File: config.mk
export PLATFORM = sky130hd
export DESIGN_NAME = cci_mpf_prim_fifo_reader
export DESIGN_NICKNAME = d
export VERILOG_FILES = /design/src/rtl/cci_mpf_prim_fifo_reader.sv
export SDC_FILE = /design/constraint.sdc
export NUM_CORES = 1
export LEC_CHECK = 0
export BUFFER_PORTS_ARGS = -buffer_cell sky130_fd_sc_hd__buf_2
export CAP_MARGIN = 20
export CORE_UTILIZATION = 49
export CTS_CLUSTER_DIAMETER = 40
export CTS_CLUSTER_SIZE = 10
export DETAILED_ROUTE_END_ITERATION = 8
export PLACE_DENSITY = 0.89
export SLEW_MARGIN = 10
export SYNTH_ARGS = -nofsm -noshare
export SYNTH_HDL_FRONTEND = slang
export SYNTH_SLANG_ARGS = --single-unit
File: constraint.sdc
create_clock -name clk -period 3.51 [get_ports clk]
set_clock_uncertainty 0.2 [all_clocks]
set_input_delay 0.351 -clock clk [delete_from_list [all_inputs] [get_ports clk]]
set_output_delay 0.351 -clock clk [all_outputs]
set_load 0.05 [all_outputs]
File: src/rtl/cci_mpf_prim_fifo_reader.sv
// Drains a show-ahead FIFO into a fixed-depth, non-stalling register pipeline.
// A flush discards FIFO contents until the FIFO is seen empty.
module cci_mpf_prim_fifo_reader #(
  parameter int unsigned N_DATA_BITS = 32,
  parameter int unsigned PIPE_DEPTH  = 2,
  parameter int unsigned CNT_BITS    = 16
) (
  input  logic                   clk,
  input  logic                   reset,

  input  logic [N_DATA_BITS-1:0] fifo_first,
  input  logic                   fifo_notEmpty,
  output logic                   fifo_deq,

  output logic [N_DATA_BITS-1:0] out_data,
  output logic                   out_valid,
  input  logic                   out_almostFull,

  input  logic                   flush,
  output logic                   flush_done,
  output logic [CNT_BITS-1:0]    n_delivered
);

  if (PIPE_DEPTH < 1 || PIPE_DEPTH > 8) begin : g_bad_depth
    $error("PIPE_DEPTH must be in 1..8");
  end

  typedef enum logic {
    RUN   = 1'b0,
    FLUSH = 1'b1
  } state_t;

  state_t                                   state_q, state_d;
  logic                                     flush_done_q, flush_done_d;
  logic [CNT_BITS-1:0]                      cnt_q, cnt_d;
  logic [PIPE_DEPTH-1:0]                    valid_q, valid_d;
  logic [PIPE_DEPTH-1:0][N_DATA_BITS-1:0]   data_q, data_d;
  logic                                     deliver;

  // Kept to a single gate so the downstream almostFull path stays short.
  assign fifo_deq = fifo_notEmpty && ((state_q == FLUSH) || !out_almostFull);

  always_comb begin
    state_d      = state_q;
    flush_done_d = 1'b0;
    deliver      = 1'b0;
    unique case (state_q)
      RUN: begin
        deliver = fifo_deq;
        if (flush) begin
          state_d = FLUSH;
        end
      end
      FLUSH: begin
        if (!fifo_notEmpty) begin
          state_d      = RUN;
          flush_done_d = 1'b1;
        end
      end
      default: state_d = RUN;
    endcase

    cnt_d = deliver ? cnt_q + CNT_BITS'(1) : cnt_q;

    // Shift by concatenate-and-truncate so PIPE_DEPTH=1 needs no special case.
    valid_d = PIPE_DEPTH'({valid_q, deliver});
    data_d  = (PIPE_DEPTH * N_DATA_BITS)'({data_q, fifo_first});
  end

  always_ff @(posedge clk) begin
    if (reset) begin
      state_q      <= RUN;
      flush_done_q <= 1'b0;
      cnt_q        <= '0;
      valid_q      <= '0;
    end else begin
      state_q      <= state_d;
      flush_done_q <= flush_done_d;
      cnt_q        <= cnt_d;
      valid_q      <= valid_d;
    end
  end

  always_ff @(posedge clk) begin
    data_q <= data_d;
  end

  assign out_valid   = valid_q[PIPE_DEPTH-1];
  assign out_data    = data_q[PIPE_DEPTH-1];
  assign flush_done  = flush_done_q;
  assign n_delivered = cnt_q;

  a_deq_needs_entry: assert property (@(posedge clk) disable iff (reset)
    !(fifo_deq && !fifo_notEmpty))
    else $fatal(1, "fifo_deq asserted with fifo_notEmpty low");

endmodule

Word-level counts from Yosys, hierarchy flattened
Index checks and enable logic that the tools add are counted.
Word-level totals
  logic and storage cells: 17
  input port bits: 37
  output and inout bits: 51
  register bits: 84
Cells by class
  reductions and logical operators: 4
  bitwise logic cells: 1
  $add $sub $neg: 1
  multiplexer cells: 5
Operators with widths (number)
  $add A16 B1 Y16 const B: 1
  $mux W1: 4
  $pmux W1 S2: 1
  $reduce_or A2 Y1: 1
  $logic_and A1 B1 Y1: 1
  $logic_not A1 Y1: 1
  $logic_or A1 B1 Y1: 1
  $not A1 Y1: 1

Depth between registers and ports, before layout
  word-level depth: 4
  gate-level depth with buffers: 6
  gate-level depth less buffers: 5

Worst setup path before layout
Ideal clock, no wire load.
  kind: register -> output
  start point: reg state_q
  end point: out fifo_deq
  buffers on the path: 0
  path slack: 1.344 ns
  data required time: 2.959 ns
  stages on the path, launching flop included: 3
  data arrival time: 1.615 ns
  cell sequence: dfxtp_1 inv_1 a21boi_0
On the way
  cells in the longest elaborated chain, start to end: 2
Ends and longest elaborated chain
  start: declaration: RTL line 33  | state_t state_q, state_d;
  start signal: assignment: RTL line 77  | state_q <= state_d;
  $logic_or A1 B1 Y1: RTL line 41  | assign fifo_deq = fifo_notEmpty && ((state_q == FLUSH) || !out_almostFull);
  $logic_and A1 B1 Y1: RTL line 41
  end: declaration: RTL line 13  | output logic fifo_deq,
Every way passes these cells.

Final worst setup path
  start point: reg cnt_q[0], in the netlist n_delivered[0]
  end point: reg cnt_q[12], in the netlist n_delivered[12]
On the way
  cells in the longest elaborated chain, start to end: 1
Ends and longest elaborated chain
  start: declaration: RTL line 35  | logic [CNT_BITS-1:0] cnt_q, cnt_d;
  start signal: assignment: RTL line 79  | cnt_q <= cnt_d;
  $add A16 B1 Y16: RTL line 63  | cnt_d = deliver ? cnt_q + CNT_BITS'(1) : cnt_q;
Every way passes these cells.
A chain may end at the register's enable or synchronous reset.

==> reports/metrics.csv <==
metric,value,unit
CTS root buf,clkbuf_8,
leakage power total,1.44,nW
Crit. End Element,flip-flop,
worst vdd ir,0.000487,V
Fin. Hold Viols,0,
Max H-tree Level,3,
worst hold margin,0.0177,ns
synthesis warning total,0,
syn avg cell area,13.8,µm²
# IOs,88,
combinational power share,8.8,%
switching power,0.000458,W
Worst R2R Setup Slack,1.14,ns
n_diodes,0,
number of synthesized flops with an enable pin,0,
CTS tree,done,
"FFs w/ async S/R, synth",0,%
largest net degree at the start of global routing,21,
switching portion of total power,24.9,%
drt wl/cell,13.0,µm
critical path peak fanout,6,
Finished Cell Area,3130,µm²
clock period minus worst slack,2.37,ns
pwr dens,589,nW/µm²
PortBufs,87,
Clock Tree Buf Depth,2,
vias in the first global route,1530,
syn_nets,192,
critical-path cell list,ha_1 -> nor4bb_1 -> nand3_1 -> or3_1 -> a21oi_1,
measured slew at the worst slew-check pin,0.939,ns
Hold EP,flush_done$_SDFF_PP0_,
start of the worst register-to-register path,n_delivered[0]$_SDFFE_PP0P_,
Max-cap violations,0,
"Primary FF master, synth",dfxtp_1,
Post-layout nets,319,
"Req. time, crit path",3.58,ns
post-cts resize count,0,
hold depth,2,
Max Transition Viols Final,0,
Gate Count Post-Synth,154,
CTS sink count,84,
Setup CP Type,reg2reg,
Slew headroom,36.6,%
#FFs+latches synth,84,
fin crit share,67.6,%
area post-placement,2610,µm²
CP startpoint kind,flip-flop,
clk_lat worst skew,0.34,ns
Via Count,1552,
row count,23,
mapped cell area,2130,µm²
worst reg2reg path endpoint,n_delivered[12]$_SDFFE_PP0P_,
Core Area,4090,µm²
status,"finished, final reports clean",
Hold Path Class,in2reg,
initial DRC count,45,
Internal,0.00138,W
Worst EP arrival,2.44,ns
DRC viols,0,
critical path buffer and inverter count,0,
grt ovf,0,
Cell variety after synth,26,
f_max,0.422,GHz
area growth from synthesis to layout,47.2,%
Worst path top cell family by delay,simple AND/OR/NAND/NOR gates,
HP Start,fifo_notEmpty,
Total Neg Setup Slack,0,ns
hold_buf cts,32,
final-report setup violation count,0,
Die H,67.9,µm
crit-path max cell delay,0.75,ns
first-pass GRT wire length,6630,µm
cells on worst reg2reg path,5,
Reg power frac,54.7,%
DRT Pass-1 Iters,4,
Clock Power Share,36.5,%
"commonest non-fill, non-tap cell in the layout",buf_2,
setup bufs post-CTS,0,
Filler Cell Count,275,
clock buffer count from CTS,9,
Routed Antenna Nets,0,
"Reg clk slew, reported paths",0.08,ns
All-Layer GR Usage,20.7,%
Worst path slowest cell,nor4bb_1,
most frequent cells in the layout,"buf_2, dfxtp_1, dlygate4sd3_1, nor2_1, clkbuf_8",
Die ar.,4610,µm²
GP Congestion,0.728,
share of cells above drive strength 1,36.5,%
post-synthesis sequential area ratio,79.1,%
Post-DP HPWL,2570,µm
mean number of vias per cell,4.63,
initial antenna violation count,0,
Post-Route WL,4340,µm
initial core utilization,52.0,%
RSZ-0062 raised after global routing,no,
Die X,67.9,µm
[per-stage QoR]
step / util (%) / cells / power [W] / setup slack, ns
after floorplan: - / 154 / 0.00112 / 1.34
after global placement: 63.9 / 288 / 0.00116 / 1.21
after detailed placement: 63.9 / 288 / 0.00116 / 1.17
after CTS: 76.6 / 335 / 0.00185 / 1.15
after global routing: 76.6 / 335 / 0.00191 / 0.873
final: 76.6 / 335 / 0.00184 / 1.14
[cells in the mapped netlist (2+ instances only)]
master,instances,area share (%)
nor2b_1,2,0.59
inv_1,2,0.35
clkbuf_1,2,0.35
nand2_1,4,0.71
o21ai_0,5,1.2
mux2i_1,2,0.94
nand4_1,3,0.88
and3_1,2,0.59
xnor2_1,2,0.82
and4_1,2,0.82
nor2_1,11,1.9
a21oi_1,6,1.4
xor2_1,7,2.9
nand3_1,5,1.2
or3_1,5,1.5
dfxtp_1,84,79
[state kept, by name, summed over array words and instances (netlist names)]
signal,flops
state_q,1
n_delivered,16
data_d,32
out_data,32
valid_q,2
flush_done,1
[layout make-up]
cell class	count	area, µm²	share of cell area (%)
multi-input cells	65	424	13.6
well taps	50	62.6	2.00
inverters	2	7.51	0.240
repair buffers	119	756	24.2
clock inverters	6	73.8	2.36
clock buffers	9	124	3.96
flip-flops and latches	84	1680	53.7
[worst max-delay path by stage]
stage / startpoint / end / slack, ns / cells past startpoint
2_1_floorplan: state_q$_SDFF_PP0_ / fifo_deq / 1.34 / 2
3_3_place_gp: out_almostFull / n_delivered[12]$_SDFFE_PP0P_ / 1.21 / 5
3_5_place_dp: out_almostFull / n_delivered[12]$_SDFFE_PP0P_ / 1.17 / 5
4_1_cts: n_delivered[0]$_SDFFE_PP0P_ / n_delivered[12]$_SDFFE_PP0P_ / 1.15 / 5
5_1_grt: n_delivered[0]$_SDFFE_PP0P_ / n_delivered[12]$_SDFFE_PP0P_ / 0.87 / 5
6_report: n_delivered[0]$_SDFFE_PP0P_ / n_delivered[12]$_SDFFE_PP0P_ / 1.14 / 5
[power by group through the flow]
stage	sequential, W	clock (W)	combinational, W
global route	0.00101	0.000726	0.000171
floorplan	0.00110	0	0.0000140
global placement	0.00103	0	0.000133
finish	0.00101	0.000673	0.000163
detailed placement	0.00103	0	0.000134
CTS	0.00101	0.000685	0.000161
[per-layer routing]
metal / share of wire (%) / track usage (%)
met5: 0 / 0
met2: 54 / 38.0
met3: 5.8 / 6.00
met1: 39 / 20.6
met4: 1.6 / 11.7
[cell families (layout without fill, tap and decap cells)]
kind of cell | count (synthesis) | count (layout) | share of synthesized area (%)
xor+xnor | 9 | 9 | 3.71
compound gates | 13 | 13 | 3.30
simple gates | 40 | 40 | 11.4
flops | 84 | 84 | 79.1
fa+ha+maj | 1 | 1 | 0.588
buf+inv | 5 | 136 | 0.942
mux | 2 | 2 | 0.942
Note: power is estimated with default switching activity, not from simulation.
